--- src/rtl/nps_outmem_pkg.sv ---
// Shared types and constants for the output-memory capture scheduler.
// Frame counter is present only when NPS_OUTMEM_SCHED_FRMCNT_EN is defined.
package nps_outmem_pkg;

  typedef enum logic [1:0] {
    IDLE = 2'd0,
    ARM  = 2'd1,
    CAPT = 2'd2,
    DONE = 2'd3
  } state_t;

  localparam int FRM_CNT_W = 16;

endpackage

--- src/rtl/nps_outmem_arb.sv ---
// Single-port RAM arbiter: stream writes always win, CPU reads fill idle cycles.
// Read result and ack come two cycles after the grant.
module nps_outmem_arb
  import nps_outmem_pkg::*;
#(
  parameter int DATA_WIDTH = 24,
  parameter int DATA_NUM   = 300,
  parameter int ADR_WIDTH  = 9
) (
  input  logic                  clk,
  input  logic                  reset_x,
  input  logic                  i_st_we,
  input  logic [ADR_WIDTH-1:0]  i_st_adr,
  input  logic [DATA_WIDTH-1:0] i_st_wdata,
  input  logic                  i_cpu_req,
  input  logic [ADR_WIDTH-1:0]  i_cpu_adr,
  output logic                  o_cpu_ack,
  output logic [DATA_WIDTH-1:0] o_cpu_data,
  output logic                  o_mem_we,
  output logic [ADR_WIDTH-1:0]  o_mem_adr,
  output logic [DATA_WIDTH-1:0] o_mem_wdata,
  input  logic [DATA_WIDTH-1:0] i_mem_rdata
);

  localparam logic [ADR_WIDTH:0] LP_NUM = (ADR_WIDTH+1)'(DATA_NUM);

  logic                  w_oob;
  logic                  w_grant;
  logic                  r_vld_p1;
  logic                  r_oob_p1;
  logic                  r_ack_p2;
  logic [DATA_WIDTH-1:0] r_data_p2;

  assign w_oob   = ({1'b0, i_cpu_adr} >= LP_NUM);
  // The ack cycle also blocks a grant, so a request still held while ack is high is not re-served.
  assign w_grant = i_cpu_req & ~i_st_we & ~r_vld_p1 & ~r_ack_p2;

  always_comb begin
    o_mem_we    = i_st_we;
    o_mem_wdata = i_st_wdata;
    o_mem_adr   = '0;
    if (i_st_we)
      o_mem_adr = i_st_adr;
    else if (w_grant && !w_oob)
      o_mem_adr = i_cpu_adr;
  end

  // p1: RAM read in progress; p2: registered read data with ack
  always_ff @(posedge clk or negedge reset_x) begin
    if (!reset_x) begin
      r_vld_p1  <= 1'b0;
      r_oob_p1  <= 1'b0;
      r_ack_p2  <= 1'b0;
      r_data_p2 <= '0;
    end else begin
      r_vld_p1 <= w_grant;
      r_oob_p1 <= w_grant & w_oob;
      r_ack_p2 <= r_vld_p1;
      if (r_vld_p1)
        r_data_p2 <= r_oob_p1 ? '0 : i_mem_rdata;
    end
  end

  assign o_cpu_ack  = r_ack_p2;
  assign o_cpu_data = r_data_p2;

endmodule

--- src/rtl/nps_outmem_sched.sv ---
// Captures one frame of DATA_NUM stream words into RAM, sharing the RAM with CPU reads.
// Define NPS_OUTMEM_SCHED_FRMCNT_EN to enable the completed-frame counter on frm_cnt.
module nps_outmem_sched
  import nps_outmem_pkg::*;
#(
  parameter int DATA_WIDTH = 24,
  parameter int DATA_NUM   = 300,
  parameter int ADR_WIDTH  = 9
) (
  input  logic                  clk,
  input  logic                  reset_x,
  input  logic                  start,
  input  logic                  vi,
  input  logic                  fi,
  input  logic [DATA_WIDTH-1:0] datai,
  output logic                  vo,
  output logic                  fo,
  input  logic                  cpu_req,
  input  logic [ADR_WIDTH-1:0]  cpu_adr,
  output logic                  cpu_ack,
  output logic [DATA_WIDTH-1:0] cpu_data,
  output logic                  mem_we,
  output logic [ADR_WIDTH-1:0]  mem_adr,
  output logic [DATA_WIDTH-1:0] mem_wdata,
  input  logic [DATA_WIDTH-1:0] mem_rdata,
  output logic                  busy,
  output logic                  done,
  output logic                  frm_err,
  output logic [FRM_CNT_W-1:0]  frm_cnt
);

  localparam logic [ADR_WIDTH-1:0] LP_LAST    = ADR_WIDTH'(DATA_NUM - 1);
  localparam logic [ADR_WIDTH-1:0] LP_ADR_ONE = ADR_WIDTH'(1);

  state_t                r_state;
  state_t                w_state_nxt;
  logic [ADR_WIDTH-1:0]  r_wr_cnt;
  logic [ADR_WIDTH-1:0]  w_wr_adr;
  logic                  w_st_we;
  logic                  w_arm;
  logic                  w_capt_done;
  logic                  r_vo;
  logic                  r_fo;
  logic                  r_done;
  logic                  r_frm_err;

  // A stray fi inside a frame does not restart it; that word keeps its normal slot.
  always_comb begin
    w_state_nxt = r_state;
    w_st_we     = 1'b0;
    w_arm       = 1'b0;
    w_capt_done = 1'b0;
    w_wr_adr    = r_wr_cnt + LP_ADR_ONE;
    case (r_state)
      IDLE, DONE: begin
        if (start) begin
          w_state_nxt = ARM;
          w_arm       = 1'b1;
        end
      end
      ARM: begin
        if (vi && fi) begin
          w_st_we     = 1'b1;
          w_wr_adr    = '0;
          w_state_nxt = CAPT;
        end
      end
      CAPT: begin
        if (vi) begin
          w_st_we = 1'b1;
          if (w_wr_adr == LP_LAST) begin
            w_capt_done = 1'b1;
            w_state_nxt = DONE;
          end
        end
      end
      default: w_state_nxt = IDLE;
    endcase
  end

  always_ff @(posedge clk or negedge reset_x) begin
    if (!reset_x) begin
      r_state   <= IDLE;
      r_wr_cnt  <= '0;
      r_vo      <= 1'b0;
      r_fo      <= 1'b0;
      r_done    <= 1'b0;
      r_frm_err <= 1'b0;
    end else begin
      r_state <= w_state_nxt;
      r_vo    <= vi;
      r_fo    <= fi;
      r_done  <= w_capt_done;
      if (w_st_we)
        r_wr_cnt <= w_wr_adr;
      if (w_arm)
        r_frm_err <= 1'b0;
      else if ((r_state == CAPT) && vi && fi)
        r_frm_err <= 1'b1;
    end
  end

  assign vo      = r_vo;
  assign fo      = r_fo;
  assign done    = r_done;
  assign frm_err = r_frm_err;
  assign busy    = (r_state == ARM) || (r_state == CAPT);

`ifdef NPS_OUTMEM_SCHED_FRMCNT_EN
  logic [FRM_CNT_W-1:0] r_frm_cnt;

  always_ff @(posedge clk or negedge reset_x) begin
    if (!reset_x)
      r_frm_cnt <= '0;
    else if (r_done)
      r_frm_cnt <= r_frm_cnt + FRM_CNT_W'(1);
  end

  assign frm_cnt = r_frm_cnt;
`else
  assign frm_cnt = '0;
`endif

  nps_outmem_arb #(
    .DATA_WIDTH (DATA_WIDTH),
    .DATA_NUM   (DATA_NUM),
    .ADR_WIDTH  (ADR_WIDTH)
  ) u_arb (
    .clk         (clk),
    .reset_x     (reset_x),
    .i_st_we     (w_st_we),
    .i_st_adr    (w_wr_adr),
    .i_st_wdata  (datai),
    .i_cpu_req   (cpu_req),
    .i_cpu_adr   (cpu_adr),
    .o_cpu_ack   (cpu_ack),
    .o_cpu_data  (cpu_data),
    .o_mem_we    (mem_we),
    .o_mem_adr   (mem_adr),
    .o_mem_wdata (mem_wdata),
    .i_mem_rdata (mem_rdata)
  );

endmodule

--- config.mk ---
export PLATFORM = sky130hd
export DESIGN_NAME = nps_outmem_sched
export DESIGN_NICKNAME = d
export VERILOG_FILES = /design/src/rtl/nps_outmem_pkg.sv /design/src/rtl/nps_outmem_arb.sv /design/src/rtl/nps_outmem_sched.sv
export SDC_FILE = /design/constraint.sdc
export NUM_CORES = 1
export LEC_CHECK = 0
export BUFFER_PORTS_ARGS = -buffer_cell sky130_fd_sc_hd__buf_2
export CAP_MARGIN = 20
export CORE_MARGIN = 10
export CORE_UTILIZATION = 43
export DETAILED_ROUTE_END_ITERATION = 8
export PLACE_DENSITY = 0.8
export RECOVER_POWER = 50
export SETUP_SLACK_MARGIN = 0.2
export SLEW_MARGIN = 20
export SYNTH_ARGS = -nofsm -noshare
export SYNTH_HDL_FRONTEND = slang
export SYNTH_SLANG_ARGS = --single-unit
--- constraint.sdc ---
create_clock -name clk -period 2.2 [get_ports clk]
set_input_delay 0.11 -clock clk [delete_from_list [all_inputs] [get_ports clk]]
set_output_delay 0.11 -clock clk [all_outputs]
set_load 0.01 [all_outputs]
==> results.sh, run 1 <==
export IMPL_synth_compound_area_share_pct=15.7
export IMPL_clockBufferDepth=2
export IMPL_htreeDepth=2
export IMPL_hold_viol=0
export IMPL_rrSetupSlack_ps=280
export IMPL_wl_per_cell_microns=14.7
export IMPL_area_growth_syn_to_layout_pct=25.3
export IMPL_r2r_end="r_wr_cnt[5]$_DFFE_PN0P_"
export IMPL_drtAntennaViolNets=0
export IMPL_power_leakage_nw=1.42
export IMPL_rows=26
export IMPL_period_minus_slack_ps=2050
export IMPL_viasPerCell=4.66
export IMPL_worstPathRequired_ps=2090
export IMPL_coreArea_sq_mm=0.00517
export IMPL_final_cell_mix="buf_2 (45), dfrtp_1 (40), o21ai_0 (33)"
export IMPL_fin_util_pct=56.0
export IMPL_synth_xor_area_share_pct=3.41
export IMPL_gr_total_overflow=0
export IMPL_synth_edff_count=0
export IMPL_initial_core_util_pct=44.7
export IMPL_synth_flop_cell="dfrtp_1"
export IMPL_min_to="frm_err$_DFFE_PN0P_"
export IMPL_pre_cts_slack_ps=172
export IMPL_first_pass_iters=4
export IMPL_grt_max_degree=43
export IMPL_drtIter0Drc=42
export IMPL_clock_sinks=42
export IMPL_endpoint_kind="output pin"
export IMPL_grtUsageTotal_pct=12.1
export IMPL_die_y_microns=93.4
export IMPL_syn_cell_area_sq_mm=0.00231
export IMPL_power_density_mw_per_mm2=1160
export IMPL_finalSetupViolCount=0
export IMPL_async_flop_share_pct=100
export IMPL_cts_root_buffer="clkbuf_8"
export IMPL_setup_tns_final_ps=0
export IMPL_synth_top_family_by_area="buffers and inverters"
export IMPL_worstMarginPinSlew_ps=1040
export IMPL_fin_ws_ps=146
export IMPL_dp_hpwl_microns=3970
export IMPL_crit_start="vi"
export IMPL_r2r_start="r_state[0]$_DFFE_PN0P_"
export IMPL_cts_tree="built"
export IMPL_vias=1865
export IMPL_rsz0062_at_grt="yes"
export IMPL_cp_num_buf_inv=4
export IMPL_status="completed"
export IMPL_skew_ps=6.25
export IMPL_synth_mux_area_share_pct=0.865
export IMPL_largest_register_ffs=24
export IMPL_netlist_cell_type_count=33
export IMPL_critPathMaxFanout=6
export IMPL_slew_viol_final=0
export IMPL_yosysSeqAreaShare_pct=45.4
export IMPL_startpoint_type="input port"
export IMPL_critical_path_top_delay_family="buffers and inverters"
export IMPL_hold_depth=2
export IMPL_diodes=0
export IMPL_clock_fmax_mhz=487
export IMPL_yosysWarnings=0
export IMPL_clk_pin_slew_ps=80
export IMPL_syn_area_per_cell_sq_um=8.93
export IMPL_ys_ff_latch=42
export IMPL_finalPower_mw=3.36
export IMPL_drt_total_wl_microns=5890
export IMPL_grt_pass1_vias=1865
export IMPL_grt_pass1_wl_microns=8760
export IMPL_ir_drop_mv=0.715
export IMPL_final_common_cell="buf_2"
export IMPL_clkLatencyLatePin_ps=290
export IMPL_drv_cap=0
export IMPL_slew_headroom_pct=30.8
export IMPL_drc=0
export IMPL_final_nets=397
export IMPL_io_buffers=78
export IMPL_synthAdderAreaFrac_pct=2.16
export IMPL_yosys_area_share_simple_pct=11.6
export IMPL_crit_path_cell_trace="dlygate4sd3_1, clkbuf_1, nand2_1, a211o_4, buf_4, o2bb2ai_2, buf_2"
export IMPL_dieArea_sq_mm=0.00871
export IMPL_grt_antenna_before_repair=0
export IMPL_holdWs_ps=18.2
export IMPL_hold_class="in2reg"
export IMPL_cp_depth=7
export IMPL_period_share_pct=93.4
export IMPL_arrival_ps=1940
export IMPL_final_layout_size_suffix_gt1_share_pct=29.1
export IMPL_slowest_delay_ps=520
export IMPL_cts_inserted_buffers=5
export IMPL_die_x_microns=93.4
export IMPL_synthCells=259
export IMPL_worstSetupPathType="in2out"
export IMPL_critical_path_slowest_cell="dlygate4sd3_1"
export IMPL_place_congestion=0.770
export IMPL_min_delay_start="start"
export IMPL_r2r_cells=9
export IMPL_io_pins=143
==> worst max-delay path by stage <==
| stage | slack (ps) | to |
|---|---|---|
| 6_report | 150 | mem_adr[3] |
| 5_1_grt | 40 | mem_adr[4] |
| 4_1_cts | 200 | mem_adr[6] |
| 3_5_place_dp | 170 | r_state[0]$_DFFE_PN0P_ |
| 3_3_place_gp | 240 | r_state[0]$_DFFE_PN0P_ |
| 2_1_floorplan | 250 | r_state[0]$_DFFE_PN0P_ |
==> what timing repair did <==
action / CTS / global route
gates resized for setup: 13 / 19
pin swaps: 1 / 5
gates cloned: 1 / 2
setup buffers: 2 / 13
endpoints found under the hold margin: 44 / 0
hold buffers: 3 / 0
setup endpoints to repair: 11 / 10
==> metrics by stage <==
stage                     cell area, sq um  cells
after floorplan                       2370    274
after global placement                2510    372
after detailed placement              2510    372
after CTS                             2730    385
after global routing                  2900    400
final                                 2900    400
==> kinds of logic (layout without fill, tap and decap cells) <==
| family | Yosys count | count (layout) |
|---|---|---|
| AND/OR/NAND/NOR | 58 | 58 |
| other | 1 | 16 |
| buffers and inverters | 85 | 139 |
| adder cells (fa/ha/maj) | 4 | 4 |
| XOR/XNOR | 9 | 9 |
| flip-flops | 42 | 42 |
| multiplexers | 2 | 2 |
| AO/OA/AOI/OAI | 58 | 60 |
==> power breakdown <==
group,internal [mW],switching (mW)
logic,0.676,0.862
registers,1.04,0.168
clock network,0.363,0.253
==> cell usage after synthesis (5+ instances only) <==
cell type	n	area share [%]
dfrtp_1	42	45
xnor2_1	6	2.3
nand2_1	28	4.5
o21ai_0	33	7.1
a21o_1	5	1.6
clkbuf_1	10	1.6
o2bb2ai_1	7	2.7
buf_4	40	13
inv_1	31	5.0
nand3_1	7	1.5
nor2_1	8	1.3
==> area by class of cell <==
class / count / area [sq um]
tap: 70 / 87.6
fill: 475 / 2270
clock buffer: 6 / 82.6
sequential: 42 / 1050
inverter: 31 / 119
clock inverter: 1 / 30.0
multi-input combinational: 149 / 985
timing repair buffer: 101 / 542
==> layer usage <==
metal	vias to the layer above	share of wire, %	global-route usage (%)	wire length (microns)
met3	13	10	5.36	597
li1	923	-	-	-
met2	83	45	19.8	2680
met5	-	0	0	0
met1	846	43	13.8	2530
met4	0	1.5	3.34	88
Note: power is estimated with default switching activity, not from simulation.
==> inputs of run 2 (changes only) <==
- BUFFER_PORTS_ARGS: -buffer_cell sky130_fd_sc_hd__buf_2 -> unset
- CORE_UTILIZATION: 43 -> 35
- DONT_BUFFER_PORTS: unset -> 1
- PLACE_DENSITY: 0.8 -> unset
- SLEW_MARGIN: 20 -> unset
==> run 2 against run 1 <==
Compared with the run above:
- global-route usage decreased by 1.3 points
- flip-flop and latch count is the same
- largest cell class unchanged
- register-to-register slack better by 70 ps
- cell area is 5.5% lower
- die area increased by 18%
- setup slack gained 130 ps
- sequential share of layout area grew 2.1 points
==> results.sh, run 2 (synthesized netlist as in run 1, its figures left out) <==
export IMPL_hold_class="in2reg"
export IMPL_grt_pass1_vias=1687
export IMPL_area_growth_syn_to_layout_pct=18.4
export IMPL_period_share_pct=87.5
export IMPL_final_common_cell="dfrtp_1"
export IMPL_crit_path_cell_trace="inv_1, ha_4, nand2_1, a211o_4, buf_4, o2bb2ai_2"
export IMPL_grt_pass1_wl_microns=8940
export IMPL_place_congestion=0.793
export IMPL_dieArea_sq_mm=0.0103
export IMPL_critical_path_slowest_cell="dfrtp_1"
export IMPL_worstMarginPinSlew_ps=1060
export IMPL_final_nets=338
export IMPL_vias=1730
export IMPL_slew_viol_final=0
export IMPL_hold_viol=0
export IMPL_pre_cts_slack_ps=165
export IMPL_endpoint_kind="output pin"
export IMPL_htreeDepth=2
export IMPL_critical_path_top_delay_family="compound AO/OA/AOI/OAI gates"
export IMPL_cts_tree="built"
export IMPL_place_inst=301
export IMPL_coreArea_sq_mm=0.00639
export IMPL_drc=0
export IMPL_rsz0062_at_grt="yes"
export IMPL_viasPerCell=4.96
export IMPL_clk_pin_slew_ps=90
export IMPL_wl_per_cell_microns=17.3
export IMPL_rows=29
export IMPL_critPathMaxFanout=5
export IMPL_die_x_microns=101
export IMPL_power_density_mw_per_mm2=1060
export IMPL_arrival_ps=1820
export IMPL_clkLatencyLatePin_ps=290
export IMPL_drt_total_wl_microns=6040
export IMPL_diodes=0
export IMPL_period_minus_slack_ps=1930
export IMPL_gr_total_overflow=0
export IMPL_drtAntennaViolNets=0
export IMPL_slew_headroom_pct=29.5
export IMPL_grt_max_degree=43
export IMPL_finalPower_mw=2.90
export IMPL_status="completed"
export IMPL_initial_core_util_pct=36.2
export IMPL_first_pass_iters=4
export IMPL_cts_root_buffer="clkbuf_8"
export IMPL_startpoint_type="register"
export IMPL_drtIter0Drc=74
export IMPL_io_buffers=0
export IMPL_io_pins=143
export IMPL_regArea_sq_mm=0.00105
export IMPL_layout_cells_non_filler=349
export IMPL_finalSetupViolCount=0
export IMPL_drv_cap=0
export IMPL_setup_tns_final_ps=0
export IMPL_multi_input_area_sq_um=971
export IMPL_ir_drop_mv=0.528
export IMPL_worstSetupPathType="reg2out"
export IMPL_fin_ws_ps=274
export IMPL_grtUsageTotal_pct=10.8
export IMPL_worstPathRequired_ps=2090
export IMPL_cts_inserted_buffers=5
export IMPL_slowest_delay_ps=390
export IMPL_final_layout_size_suffix_gt1_share_pct=15.8
export IMPL_clock_fmax_mhz=519
export IMPL_largest_register_ffs=24
export IMPL_skew_ps=10.2
export IMPL_final_cell_mix="dfrtp_1 (40), o21ai_0 (33), dlygate4sd3_1 (30)"
export IMPL_die_y_microns=101
export IMPL_clockBufferDepth=2
export IMPL_dp_hpwl_microns=3970
export IMPL_fill_cells=621
export IMPL_cp_num_buf_inv=2
export IMPL_grt_antenna_before_repair=0
export IMPL_clock_sinks=42
export IMPL_power_leakage_nw=1.26
-- run 2: cell types whose count changed in the layout (fill, tap and decap cells not counted), sizes merged --
cell | previous run | this run
clkinv | 0 | 1
buf | 65 | 11
a211o | 3 | 2
clkinvlp | 0 | 1
bufinv | 1 | 0
dlygate4sd3 | 3 | 30
clkbuf | 39 | 8
-- run 2: layout make-up --
class                           count  area share, %
Multi-Input combinational cell    148           35.4
Clock buffer                        6           3.01
Tap cell                           77           3.52
Timing Repair Buffer               43           14.9
Clock inverter                      2          0.457
Sequential cell                    42           38.4
Inverter                           31           4.25
-- run 2: path summary, 6_finish.rpt --
kind                                          start                               end  slack (ps)  cells past startpoint
max                          r_state[0]$_DFFE_PN0P_                        mem_adr[4]         270                      6
min                                              vi               frm_err$_DFFE_PN0P_          20                      2
max reg2reg                 r_wr_cnt[1]$_DFFE_PN0P_            r_state[1]$_DFFE_PN0P_         350                      5
min reg2reg                u_arb.r_oob_p1$_DFF_PN0_  u_arb.o_cpu_data[22]$_DFFE_PN0P_         470                      1
max in group asynchronous                   reset_x           r_wr_cnt[0]$_DFFE_PN0P_         930                      2
min in group asynchronous                   reset_x                      fo$_DFF_PN0_         550                      2
-- run 2: per-stage QoR --
step | hold slack, ps | instance area [sq um] | utilization (%)
detailed placement | -184 | 2130 | 33.4
global route | 23.4 | 2740 | 42.9
global placement | -184 | 2130 | 33.4
finish | 17.5 | 2740 | 42.9
floorplan | -186 | 2370 | -
CTS | 13.4 | 2650 | 41.4
-- run 2: repair_timing --
action	in CTS	in global routing
setup buffers	0	7
setup endpoints to repair	11	10
endpoints found under the hold margin	72	0
pin swaps	2	6
cloned	1	1
hold buffers	31	0
gates resized for setup	20	8
-- run 2: per-layer routing --
layer  vias to the layer above  global-route usage (%)  wire length, microns
met4                         0                    3.86                    37
met2                       103                    17.0                  2910
met5                         -                       0                     0
met3                         6                    5.04                   748
li1                        805                       -                     -
met1                       816                    12.5                  2350
-- run 2: report_power, final --
part           leakage, nW  switching, mW  internal, mW  total [mW]
combinational        0.676          0.576         0.440        1.02
clock               0.0472          0.272         0.253       0.524
sequential           0.533          0.318          1.04        1.36
total                 1.26           1.17          1.74        2.90
==> inputs of run 3 (changes only) <==
- REMOVE_ABC_BUFFERS: unset -> 1
==> run 3 against run 2 <==
Compared with the run above:
- clock skew hardly changed
- setup slack better by 0.53 ps
- global-route usage is 1.4 points higher
- sequential power hardly changed
==> results.sh, run 3 (synthesized netlist as in run 1, its figures left out) <==
export IMPL_final_cell_mix="dfrtp_1 (40), o21ai_0 (33), dlygate4sd3_1 (31)"
export IMPL_grtUsageTotal_pct=12.1
export IMPL_final_common_cell="dfrtp_1"
export IMPL_cts_inserted_buffers=5
export IMPL_io_buffers=0
export IMPL_skew_ps=10.7
export IMPL_rsz0062_at_grt="yes"
export IMPL_clk_pin_slew_ps=80
export IMPL_place_inst=301
export IMPL_largest_register_ffs=24
export IMPL_dieArea_sq_mm=0.0103
export IMPL_hold_viol=0
export IMPL_finalSetupViolCount=0
export IMPL_worstSetupPathType="reg2out"
export IMPL_r2r_end="r_state[0]$_DFFE_PN0P_"
export IMPL_startpoint_type="register"
export IMPL_viasPerCell=4.91
export IMPL_cts_root_buffer="clkbuf_8"
export IMPL_clock_sinks=42
export IMPL_clock_fmax_mhz=519
export IMPL_clockBufferDepth=2
export IMPL_dp_hpwl_microns=4450
export IMPL_regArea_sq_mm=0.00105
export IMPL_arrival_ps=1820
export IMPL_status="completed"
export IMPL_final_layout_size_suffix_gt1_share_pct=13.9
export IMPL_vias=1690
export IMPL_rows=29
export IMPL_drtIter0Drc=74
export IMPL_critPathMaxFanout=21
export IMPL_grt_antenna_before_repair=0
export IMPL_htreeDepth=2
export IMPL_finalPower_mw=3.05
export IMPL_drc=0
export IMPL_endpoint_kind="output pin"
export IMPL_power_density_mw_per_mm2=1120
export IMPL_drv_cap=0
export IMPL_grt_max_degree=43
export IMPL_grt_pass1_vias=1838
export IMPL_layout_cells_non_filler=344
export IMPL_crit_start="r_state[0]$_DFFE_PN0P_"
export IMPL_cts_tree="built"
export IMPL_slew_headroom_pct=28.8
export IMPL_diodes=0
export IMPL_place_congestion=0.734
export IMPL_pre_cts_slack_ps=180
export IMPL_fin_ws_ps=275
export IMPL_io_pins=143
export IMPL_first_pass_iters=5
export IMPL_r2r_cells=5
export IMPL_wl_per_cell_microns=18.6
export IMPL_cp_endpoint="mem_adr[6]"
export IMPL_ir_drop_mv=0.634
export IMPL_final_nets=333
export IMPL_grt_pass1_wl_microns=9910
export IMPL_period_minus_slack_ps=1930
export IMPL_holdWs_ps=28.4
export IMPL_area_growth_syn_to_layout_pct=17.8
export IMPL_slew_viol_final=0
export IMPL_gr_total_overflow=0
export IMPL_initial_core_util_pct=36.2
export IMPL_die_y_microns=101
export IMPL_setup_tns_final_ps=0
export IMPL_drt_total_wl_microns=6390
export IMPL_die_x_microns=101
export IMPL_worstMarginPinSlew_ps=1070
export IMPL_period_share_pct=87.5
export IMPL_power_leakage_nw=1.25
export IMPL_coreArea_sq_mm=0.00639
export IMPL_worstPathRequired_ps=2090
export IMPL_rrSetupSlack_ps=280
export IMPL_multi_input_area_sq_um=951
export IMPL_clkLatencyLatePin_ps=290
export IMPL_fill_cells=590
export IMPL_drtAntennaViolNets=0
export IMPL_r2r_start="r_wr_cnt[1]$_DFFE_PN0P_"
export IMPL_hold_class="in2reg"
run 3: cell type report:
cell class                 instances  share of cell area (%)
clock buffer                       5                    2.52
sequential                        42                    38.6
inverter                          31                    4.27
tap                               77                    3.53
multi-input combinational        147                    34.9
clock inverter                     3                    2.52
timing repair buffer              39                    13.6
run 3: per-stage QoR:
stage                     util, %  instance area (sq um)
final                        42.7                   2730
after global routing         42.7                   2730
after CTS                    42.6                   2720
after detailed placement     33.4                   2130
after global placement       33.4                   2130
after floorplan                 -                   2010
run 3: timing repair:
item                                    CTS  global route
pin swaps                                 1             6
endpoints found under the setup margin   11            11
hold buffers                             32             0
gates cloned                              1             0
gates resized for setup                  25             5
hold endpoints to repair                 72             0
setup buffers                             0             2
run 3: worst min-delay path by stage:
stage | slack (ps) | from | end | depth (start not counted)
after floorplan | -190 | reset_x | done$_DFF_PN0_ | 0
after global placement | -180 | reset_x | u_arb.o_cpu_data[5]$_DFFE_PN0P_ | 0
after detailed placement | -180 | reset_x | u_arb.o_cpu_data[5]$_DFFE_PN0P_ | 0
after CTS | 20 | fi | frm_err$_DFFE_PN0P_ | 2
after global routing | 20 | fi | frm_err$_DFFE_PN0P_ | 2
final | 30 | fi | frm_err$_DFFE_PN0P_ | 2
run 3: where the power goes:
part / leakage [nW] / switching, mW / internal, mW
Clock: 0.0683 / 0.279 / 0.455
Sequential: 0.533 / 0.316 / 1.04
Combinational: 0.650 / 0.558 / 0.401
Total: 1.25 / 1.15 / 1.90
run 3: critical path: stages, from the launching register on:
cell and delay, ps:
dfrtp_1 380, inv_1 120, ha_4 240, a211o_4 430, nor2_2 200, a21o_1 150
run 3: per-layer routing:
layer / routed length (microns) / GRT usage (%)
met1: 2750 / 14.7
met2: 2690 / 17.8
met3: 899 / 7.90
met4: 50 / 2.25
met5: 0 / 0
